[src/rtl/keypad_fsm_controller.sv]
// Multi-tap 4x4 keypad scanner and letter/word entry FSM for the word-game core.
// Optional macro KEYPAD_DEBOUNCE_EN requires 4 identical synced row samples before a change is accepted.
module keypad_fsm_controller #(
    parameter int SCAN_DIV    = 1,
    parameter int SYNC_STAGES = 2
) (
    input  logic       clk,
    input  logic       nRst,
    input  logic [3:0] read_row,
    output logic [3:0] scan_col,
    output logic [7:0] data,
    output logic       ready,
    output logic       toggle_state,
    output logic       game_end
);

    localparam int DIV_W = (SCAN_DIV > 1) ? $clog2(SCAN_DIV) : 1;

    typedef enum logic [2:0] {
        ST_INIT,
        ST_LETTER,
        ST_READY,
        ST_WORD,
        ST_END
    } state_t;

    typedef enum logic [2:0] {
        KEY_NONE,
        KEY_LETTER,
        KEY_CLEAR,
        KEY_SUBLET,
        KEY_SUBWORD,
        KEY_END
    } key_t;

    logic [3:0]       r_sync [SYNC_STAGES];
    logic [3:0]       w_syncRow;
    logic [3:0]       w_row;
    logic [3:0]       r_rowPrev;
    logic             w_keyEvent;
    logic [3:0]       r_scanCol;
    logic [DIV_W-1:0] r_divCnt;
    logic [1:0]       w_colIdx;
    logic [1:0]       w_rowIdx;
    logic             w_rowValid;
    key_t             w_keyKind;
    logic [7:0]       w_letterBase;
    logic [2:0]       w_letterCnt;
    logic [3:0]       w_keyId;
    logic [1:0]       w_tapNext;
    state_t           r_state;
    state_t           w_stateNext;
    logic [7:0]       r_letter;
    logic [3:0]       r_lastKey;
    logic [1:0]       r_tapIdx;

    always_ff @(posedge clk or negedge nRst) begin
        if (!nRst) begin
            for (int i = 0; i < SYNC_STAGES; i++) begin
                r_sync[i] <= '0;
            end
        end else begin
            r_sync[0] <= read_row;
            for (int i = 1; i < SYNC_STAGES; i++) begin
                r_sync[i] <= r_sync[i-1];
            end
        end
    end

    assign w_syncRow = r_sync[SYNC_STAGES-1];

`ifdef KEYPAD_DEBOUNCE_EN
    // A new row value is only accepted once it has been seen on four consecutive cycles.
    logic [3:0] r_hist [3];
    logic [3:0] r_cleanRow;
    logic       w_stable;

    assign w_stable = (w_syncRow == r_hist[0]) && (r_hist[0] == r_hist[1]) &&
                      (r_hist[1] == r_hist[2]);
    assign w_row    = w_stable ? w_syncRow : r_cleanRow;

    always_ff @(posedge clk or negedge nRst) begin
        if (!nRst) begin
            r_hist[0]  <= '0;
            r_hist[1]  <= '0;
            r_hist[2]  <= '0;
            r_cleanRow <= '0;
        end else begin
            r_hist[0]  <= w_syncRow;
            r_hist[1]  <= r_hist[0];
            r_hist[2]  <= r_hist[1];
            r_cleanRow <= w_row;
        end
    end
`else
    assign w_row = w_syncRow;
`endif

    assign w_keyEvent = (w_row != 4'd0) && (r_rowPrev == 4'd0);

    // Column drive rotates C0->C3 (bit3->bit0) and holds while a row reads active.
    always_ff @(posedge clk or negedge nRst) begin
        if (!nRst) begin
            r_rowPrev <= '0;
            r_scanCol <= 4'b1000;
            r_divCnt  <= '0;
        end else begin
            r_rowPrev <= w_row;
            if (w_row != 4'd0) begin
                r_divCnt <= '0;
            end else if (r_divCnt == DIV_W'(SCAN_DIV - 1)) begin
                r_divCnt  <= '0;
                r_scanCol <= {r_scanCol[0], r_scanCol[3:1]};
            end else begin
                r_divCnt <= r_divCnt + 1'b1;
            end
        end
    end

    assign scan_col = r_scanCol;

    always_comb begin
        w_colIdx   = 2'd3;
        w_rowIdx   = 2'd0;
        w_rowValid = 1'b1;
        case (r_scanCol)
            4'b1000: w_colIdx = 2'd0;
            4'b0100: w_colIdx = 2'd1;
            4'b0010: w_colIdx = 2'd2;
            default: w_colIdx = 2'd3;
        endcase
        case (w_row)
            4'b1000: w_rowIdx = 2'd0;
            4'b0100: w_rowIdx = 2'd1;
            4'b0010: w_rowIdx = 2'd2;
            4'b0001: w_rowIdx = 2'd3;
            default: w_rowValid = 1'b0;
        endcase
    end

    assign w_keyId = {w_rowIdx, w_colIdx};

    // Key map: {row, col} -> function, with the first ASCII letter and set size for letter keys.
    always_comb begin
        w_keyKind    = KEY_NONE;
        w_letterBase = 8'd0;
        w_letterCnt  = 3'd0;
        if (w_rowValid) begin
            case (w_keyId)
                4'b00_01: begin w_keyKind = KEY_LETTER; w_letterBase = 8'd65; w_letterCnt = 3'd3; end
                4'b00_10: begin w_keyKind = KEY_LETTER; w_letterBase = 8'd68; w_letterCnt = 3'd3; end
                4'b01_00: begin w_keyKind = KEY_LETTER; w_letterBase = 8'd71; w_letterCnt = 3'd3; end
                4'b01_01: begin w_keyKind = KEY_LETTER; w_letterBase = 8'd74; w_letterCnt = 3'd3; end
                4'b01_10: begin w_keyKind = KEY_LETTER; w_letterBase = 8'd77; w_letterCnt = 3'd3; end
                4'b10_00: begin w_keyKind = KEY_LETTER; w_letterBase = 8'd80; w_letterCnt = 3'd4; end
                4'b10_01: begin w_keyKind = KEY_LETTER; w_letterBase = 8'd84; w_letterCnt = 3'd3; end
                4'b10_10: begin w_keyKind = KEY_LETTER; w_letterBase = 8'd87; w_letterCnt = 3'd4; end
                4'b10_11: w_keyKind = KEY_END;
                4'b11_00: w_keyKind = KEY_CLEAR;
                4'b11_01: w_keyKind = KEY_SUBLET;
                4'b11_10: w_keyKind = KEY_SUBWORD;
                default:  w_keyKind = KEY_NONE;
            endcase
        end
    end

    assign w_tapNext = ((3'(r_tapIdx) + 3'd1) >= w_letterCnt) ? 2'd0 : (r_tapIdx + 2'd1);

    always_ff @(posedge clk or negedge nRst) begin
        if (!nRst) begin
            r_state <= ST_INIT;
        end else begin
            r_state <= w_stateNext;
        end
    end

    always_comb begin
        w_stateNext = r_state;
        case (r_state)
            ST_INIT: begin
                if (w_keyEvent) begin
                    case (w_keyKind)
                        KEY_LETTER:  w_stateNext = ST_LETTER;
                        KEY_END:     w_stateNext = ST_END;
                        KEY_SUBWORD: w_stateNext = ST_WORD;
                        default:     w_stateNext = ST_INIT;
                    endcase
                end
            end
            ST_LETTER: begin
                if (w_keyEvent) begin
                    case (w_keyKind)
                        KEY_CLEAR:   w_stateNext = ST_INIT;
                        KEY_SUBLET:  w_stateNext = ST_READY;
                        KEY_SUBWORD: w_stateNext = ST_WORD;
                        KEY_END:     w_stateNext = ST_END;
                        default:     w_stateNext = ST_LETTER;
                    endcase
                end
            end
            ST_READY: w_stateNext = ST_INIT;
            ST_WORD:  w_stateNext = ST_INIT;
            ST_END:   w_stateNext = ST_END;
            default:  w_stateNext = ST_INIT;
        endcase
    end

    // Multi-tap memory: forgotten in INIT, advanced on a repeat tap, restarted on a new letter key.
    always_ff @(posedge clk or negedge nRst) begin
        if (!nRst) begin
            r_letter  <= '0;
            r_lastKey <= '0;
            r_tapIdx  <= '0;
        end else if (w_stateNext == ST_INIT) begin
            r_letter  <= '0;
            r_lastKey <= '0;
            r_tapIdx  <= '0;
        end else if (w_keyEvent && (w_keyKind == KEY_LETTER) &&
                     ((r_state == ST_INIT) || (r_state == ST_LETTER))) begin
            r_lastKey <= w_keyId;
            if ((r_state == ST_LETTER) && (w_keyId == r_lastKey)) begin
                r_tapIdx <= w_tapNext;
                r_letter <= w_letterBase + 8'(w_tapNext);
            end else begin
                r_tapIdx <= 2'd0;
                r_letter <= w_letterBase;
            end
        end
    end

    always_comb begin
        data         = 8'd0;
        ready        = 1'b0;
        toggle_state = 1'b0;
        game_end     = 1'b0;
        case (r_state)
            ST_LETTER: data = r_letter;
            ST_READY: begin
                data  = r_letter;
                ready = 1'b1;
            end
            ST_WORD:  toggle_state = 1'b1;
            ST_END:   game_end = 1'b1;
            default:  data = 8'd0;
        endcase
    end

endmodule

[config.mk]
export PLATFORM = sky130hd
export DESIGN_NAME = keypad_fsm_controller
export DESIGN_NICKNAME = d
export VERILOG_FILES = /design/src/rtl/keypad_fsm_controller.sv
export SDC_FILE = /design/constraint.sdc
export NUM_CORES = 1
export LEC_CHECK = 0
export ABC_AREA = 1
export CORE_MARGIN = 2
export CORE_UTILIZATION = 43
export DETAILED_ROUTE_END_ITERATION = 12
export GPL_TIMING_DRIVEN = 0
export SETUP_SLACK_MARGIN = 0.15
export SLEW_MARGIN = 10
export SYNTH_ARGS = -nofsm -noshare
export SYNTH_HDL_FRONTEND = slang
export SYNTH_SLANG_ARGS = --single-unit
[constraint.sdc]
create_clock -name clk -period 3.3 [get_ports clk]
set_input_delay 0.66 -clock clk [delete_from_list [all_inputs] [get_ports clk]]
set_output_delay 0.66 -clock clk [all_outputs]
set_load 0.02 [all_outputs]
* Word-level counts from Yosys, hierarchy flattened
Index checks and enable logic that the tools add are counted.
Word-level totals: bits in registers 34, bits of input ports 6, output and inout port bits 15, logic and storage cells 90
Operators by class: add/sub/neg operators 4, $lt $le $gt $ge 1, equality and inequality tests 29, mux-type cells 29, bitwise gates (word level) 2, reduce and logical (&&, ||, !) cells 16
Operator list (number):
- one-hot mux 7 bit (8 select lines) | 1
- == test 4 bit (second input constant) | 9
- two-way mux 8 bit | 4
- == test 4 x 3 -> 1 bit (second input constant) | 5
- one-hot mux 3 bit (3 select lines) | 2
- one-hot mux 3 bit (5 select lines) | 1
- == test 3 x 2 -> 1 bit (second input constant) | 4
- == test 4 x 2 -> 1 bit (second input constant) | 3
- two-way mux 3 bit | 4
- one-hot mux 2 bit (3 select lines) | 2
- one-hot mux 3 bit (4 select lines) | 1
- == test 3 bit (second input constant) | 3
- adder 8 x 2 -> 8 bit | 1
- == test 4 x 1 -> 1 bit (second input constant) | 2
- two-way mux 2 bit | 4
- two-way mux 4 bit | 2
- OR reduction 8 bit | 1
- two-way mux 7 bit | 1
- == test 3 x 1 -> 1 bit (second input constant) | 2
- zero test 3 bit | 2
- two-way mux 1 bit | 6
- one-hot mux 3 bit (2 select lines) | 1
- OR reduction 6 bit | 1
- == test 4 bit | 1
- other kinds (13) | 18

* Depth between registers and ports, before layout
word-level depth 12, gate-level depth with buffers 25, mapped depth without buffers 25

* Worst setup path before layout
No wires, ideal clock.
path kind register to register, start point reg r_scanCol[0], in the netlist scan_col[0], end point reg r_letter[2], library setup time 0.113 ns, data arrival time 2.819 ns, setup slack 0.368 ns, cell stages (with the launch flop) 23, path buffers 0, period minus slack after synthesis 2.932 ns, cell sequence dfrtp_1 > nor2_1 > nand3_2 > nor2_1 > nand2_2 > o21ai_0 > nor2_1 > o21ai_0 > nand2_1 > ha_1 > nand2_1 > o211ai_1 > nor2_1 > ha_1 > fa_1 > inv_1 > nand2_1 > nand2_1 > nand2_1 > nand3_1 > nand2_1 > nand2_1 > inv_1
Between the ends: word-level cells in the longest chain between the ends 12, elaborated cells between the ends (all ways) 47, those cells by class add/sub: 1; order compare: 1; eq/ne: 21; mux: 16; reduce/logical: 8
Ends and longest elaborated chain:
- start: declaration | RTL line 41 | logic [3:0] r_scanCol;
- start signal: assignment | RTL line 113 | r_scanCol <= {r_scanCol[0], r_scanCol[3:1]};
- == test 4 x 2 -> 1 bit, or another cell as far along | RTL line 126 | case (r_scanCol)
- one-hot mux 2 bit (3 select lines) (*) | RTL line 126
- == test 4 bit, or another cell as far along | RTL line 149 | case (w_keyId)
- OR reduction 6 bit (no source line), or another cell as far along
- one-hot mux 3 bit (2 select lines) / one-hot mux 3 bit (5 select lines) (equally long branches) | RTL line 149
- two-way mux 3 bit | RTL line 148 | if (w_rowValid) begin
- greater-or-equal comparator 3 bit, or another cell as far along | RTL line 167 | assign w_tapNext = ((3'(r_tapIdx) + 3'd1) >= w_letterCnt) ? 2'd0 : (r_tapIdx + 2'd1);
- two-way mux 2 bit, or another cell as far along | RTL line 167
- adder 8 x 2 -> 8 bit, or another cell as far along | RTL line 223 | r_letter <= w_letterBase + 8'(w_tapNext);
- two-way mux 8 bit / one-hot mux 3 bit (3 select lines) (equally long branches) | RTL line 221, 179
- two-way mux 8 bit / zero test 3 bit (equally long branches) | RTL line 218, 214
- two-way mux 8 bit / nonzero test 2 bit (equally long branches)
- end signal: assignment | RTL line 223
- end signal: assignment | RTL line 226 | r_letter <= w_letterBase;
- end: declaration | RTL line 53 | logic [7:0] r_letter;
Mark *: on every way between the ends. The rest lies on a longest branch, timed or not. The select of a mux whose other input is x is not followed. A chain may end at the register's enable or synchronous reset.

* Worst setup path in the final report
start point reg r_scanCol[3], in the netlist scan_col[3], end point reg r_letter[4]
Same word-level chain as after synthesis.

==> summary.md <==
| Metric | Value |
|---|---|
| Pwr Density | `about 340 nW/um^2` |
| Cell count after synthesis | `approximately 280` |
| CP endpoint kind | `flip-flop` |
| Crit-path slowest cell | `dfstp_2` |
| Vias in the first global route | `about 1,700` |
| Placed inst area | `2300 sq um` |
| Detailed-route DRC error count | `0` |
| Primary FF master, synth | `dfrtp_1` |
| Drt pass-1 iters | `4` |
| Layout cells sized above 1 | `25.4%` |
| Max-cap violations | `0` |
| CP most frequent cell | `nand2_1` |
| TritonCTS clock tree | `done` |
| Worst skew pair latency | `290 ps` |
| Synth area leader | `dfrtp_1` |
| Leakage | `approximately 1.2 nW` |
| Post-Layout Inst Area | `approximately 2500 sq um` |
| Synth Register Bits | `32` |
| All-Layer GR Usage | `about 19%` |
| Clock share of power | `a little over a third` |
| Cell Chain, Critical Path | `inv_1 -> nor2_2 -> nand2_2 -> o21ai_2 -> nor2_1 -> o21ai_1 -> nand2_1 -> ha_1 -> nand2_1 -> o211ai_1 -> nor2_2 -> ha_2 -> fa_2 -> buf_4 -> nand3b_1 -> o21ai_1 -> nand2_1 -> a21oi_1` |
| Min Tclk post-route | `between 3000 and 4000 ps` |
| Multi-input logic area | `~1100 sq um` |
| Net Count, Synth | `between 200 and 300` |
| Critical path data required time | `approximately 3500 ps` |
| Core area | `around 4700 sq um` |
| Final worst setup slack | `approximately 180 ps` |
| Synth warnings | `0` |
| Area Growth Syn to Fin | `23.9%` |
| Crit Path Max Fanout | `4` |
| Clk buf depth | `2` |
| Post-DRT Antenna Nets | `0` |
| Most frequent cell after synthesis | `nand2_1` |
| Antenna diode instance count | `0` |
| Setup CP Type | `reg2reg` |
| Setup violations, final | `0` |
| Number of buffers created by CTS | `5` |
| Reg power frac | `around 47%` |
| Initial drt markers | `95` |
| Pre-CTS setup slack | `about 38 ps` |
| CTS sink count | `32` |
| Critical Path AT | `about 3300 ps` |
| Die width | `72.9 um` |
| Switching portion of total power | `a little under a third` |
| Wire per inst | `~12 um` |
| Nets@finish | `approximately 330` |
| Post-DP HPWL | `about 3200 um` |
| Mean Syn Cell Area | `between 7 and 8 sq um` |
| EDFF count, synth | `0` |
| FILL cells | `about 450` |
| Reg area | `807 sq um` |
| Root buffer cell | `clkbuf_8` |
| Worst IR Drop VDD | `238 uV` |
| Fmax | `roughly 0.32 GHz` |
| Cell Rows | `25` |
| Crit path largest cell delay | `about 560 ps` |
| RSZ-0062 raised after global routing | `yes` |
| CTS H-tree lvls | `2` |
| Io pins | `21` |
| Status | `completed` |
| Initial Util | `43.8%` |
| Initial antenna violation count | `0` |
| Via count | `approximately 1,800` |
| HP Class | `reg2reg` |
| Hold_ws | `roughly 350 ps` |
| First-pass GRT wire length | `7570 um` |
| Register area share after synthesis | `just under 40%` |
| Max-slew violation count | `0` |
| GRT overflow | `0` |
| Worst-margin pin slew | `a little over 700 ps` |
| Util after Layout | `roughly 54%` |
| Clock Skews | `approximately 3.3 ps` |
| Cts hold-fix bufs | `0` |
| Final hold vios | `0` |
| Startpoint Class | `flip-flop` |
| Internal | `between 600 and 700 uW` |
| Die height | `72.9 um` |
| Reg clk slew, reported paths | `around 70 ps` |
| Vias/cell | `between 4 and 5` |
| Die area | `approximately 5300 sq um` |
| Synth cell count leaders | `nand2_1, inv_1, nor2_1, dfrtp_1, nand3_1` |
| Drt total wl | `~4500 um` |
| Final Cycle Share | `94.5%` |
| Mapped Area | `2040 sq um` |
| Synth area leaders | `dfrtp_1, nand2_1, inv_1` |
| Port-buffer cells | `19` |
| Synth cell types | `30` |
| Routability cong. | `0.832` |
| Share of the synthesized area in the top cell type | `a little under two fifths` |
| P_sw | `268 uW` |
| Largest net degree at the start of global routing | `33` |
| Post-synth ARST share | `100%` |
| Logic gate share of total power | `between 15 and 20%` |
| Relative slew slack | `52.8%` |
-- worst max-delay path: cells and delay by family, from the launching register on --
family / cells / cell delay [ps]
AO/OA/AOI/OAI: 5 / 650
adder cells (fa/ha/maj): 3 / 900
flip-flops: 1 / 560
buffers and inverters: 2 / 240
AND/OR/NAND/NOR: 8 / 660
-- final timing paths --
path | end | slack, ps | start | depth (start not counted)
worst max-delay path | r_letter[4]$_DFFE_PN0P_ | 180 | scan_col[3]$_DFFE_PN1N_ | 18
worst min-delay path | w_row[2]$_DFF_PN0_ | 350 | r_sync[6]$_DFF_PN0_ | 0
worst max register to register | r_letter[4]$_DFFE_PN0P_ | 180 | scan_col[3]$_DFFE_PN1N_ | 18
worst min register to register | w_row[2]$_DFF_PN0_ | 350 | r_sync[6]$_DFF_PN0_ | 0
max in group asynchronous | scan_col[2]$_DFFE_PN0N_ | 2390 | nRst | 1
min in group asynchronous | r_sync[5]$_DFF_PN0_ | 410 | nRst | 1
-- layout by cell type (no fill, tap or decap), types with 2 or more instances in the layout --
cell type	n
dfrtp_2	4
nand3b_1	2
clkbuf_8	5
inv_2	8
nand3_2	8
clkinvlp_4	2
o21ai_1	2
dfrtp_1	27
buf_2	2
nand4_1	5
nor2_2	7
o21ai_0	5
nand2_1	67
ha_1	5
buf_4	12
a21oi_2	7
nand2_2	10
nor2_1	31
a22oi_1	2
nor3_1	3
inv_1	36
nor2_4	6
a21oi_1	7
nand3_1	21
clkdlybuf4s50_1	18
-- cells by family (layout without fill, tap and decap cells) --
logic type,after synthesis,in the layout,synth area share [%]
AOI/OAI and AO/OA,26,26,8.08
buffers and inverters,47,85,9.25
DFF,32,32,39.3
other,1,1,0.184
adders and majority gates,7,7,4.65
and+or+nand+nor,163,163,38.2
xor gates and xnor gates,1,1,0.429
-- routing by layer --
metal	vias up	GRT usage, %	wire, um
met5	-	0	0
met4	0	6.79	97
met3	11	4.56	138
met2	32	27.8	2010
met1	849	26.1	2230
li1	945	-	-
-- sequential cells by signal (all words and copies together), names as in the netlist --
name       cells
scan_col       4
r_sync         4
r_state        3
r_tapIdx       2
w_row          4
r_lastKey      4
r_rowPrev      4
r_letter       7
-- what timing repair did --
item,4_1_cts,5_1_grt
pin swaps,0,18
buffers inserted,1,10
endpoints found under the setup margin,2,4
gates resized for setup,5,23
gates cloned,0,0
-- power by group through the flow --
stage | logic (mW) | registers, mW | clock network, mW
after floorplan | 0.100 | 0.418 | 0
after global placement | 0.143 | 0.420 | 0
after detailed placement | 0.144 | 0.420 | 0
after CTS | 0.145 | 0.412 | 0.322
after global routing | 0.164 | 0.414 | 0.336
final | 0.148 | 0.413 | 0.309
-- area by class of cell --
type	count	share of cell area, %
Buffer	3	0.939
Multi-Input combinational cell	198	43.8
Sequential cell	32	31.9
Inverter	44	6.52
Timing Repair Buffer	30	10.6
Tap cell	54	2.67
Clock buffer	5	2.72
Clock inverter	3	0.939
-- per-stage QoR --
stage | instances | TNS [ps] | total power [mW]
finish | 369 | 0 | 0.870
CTS | 359 | 0 | 0.880
global route | 369 | -20.1 | 0.914
global placement | 350 | 0 | 0.562
detailed placement | 350 | 0 | 0.563
floorplan | 277 | 0 | 0.518
No activity file was read; power rests on OpenSTA's default activity.
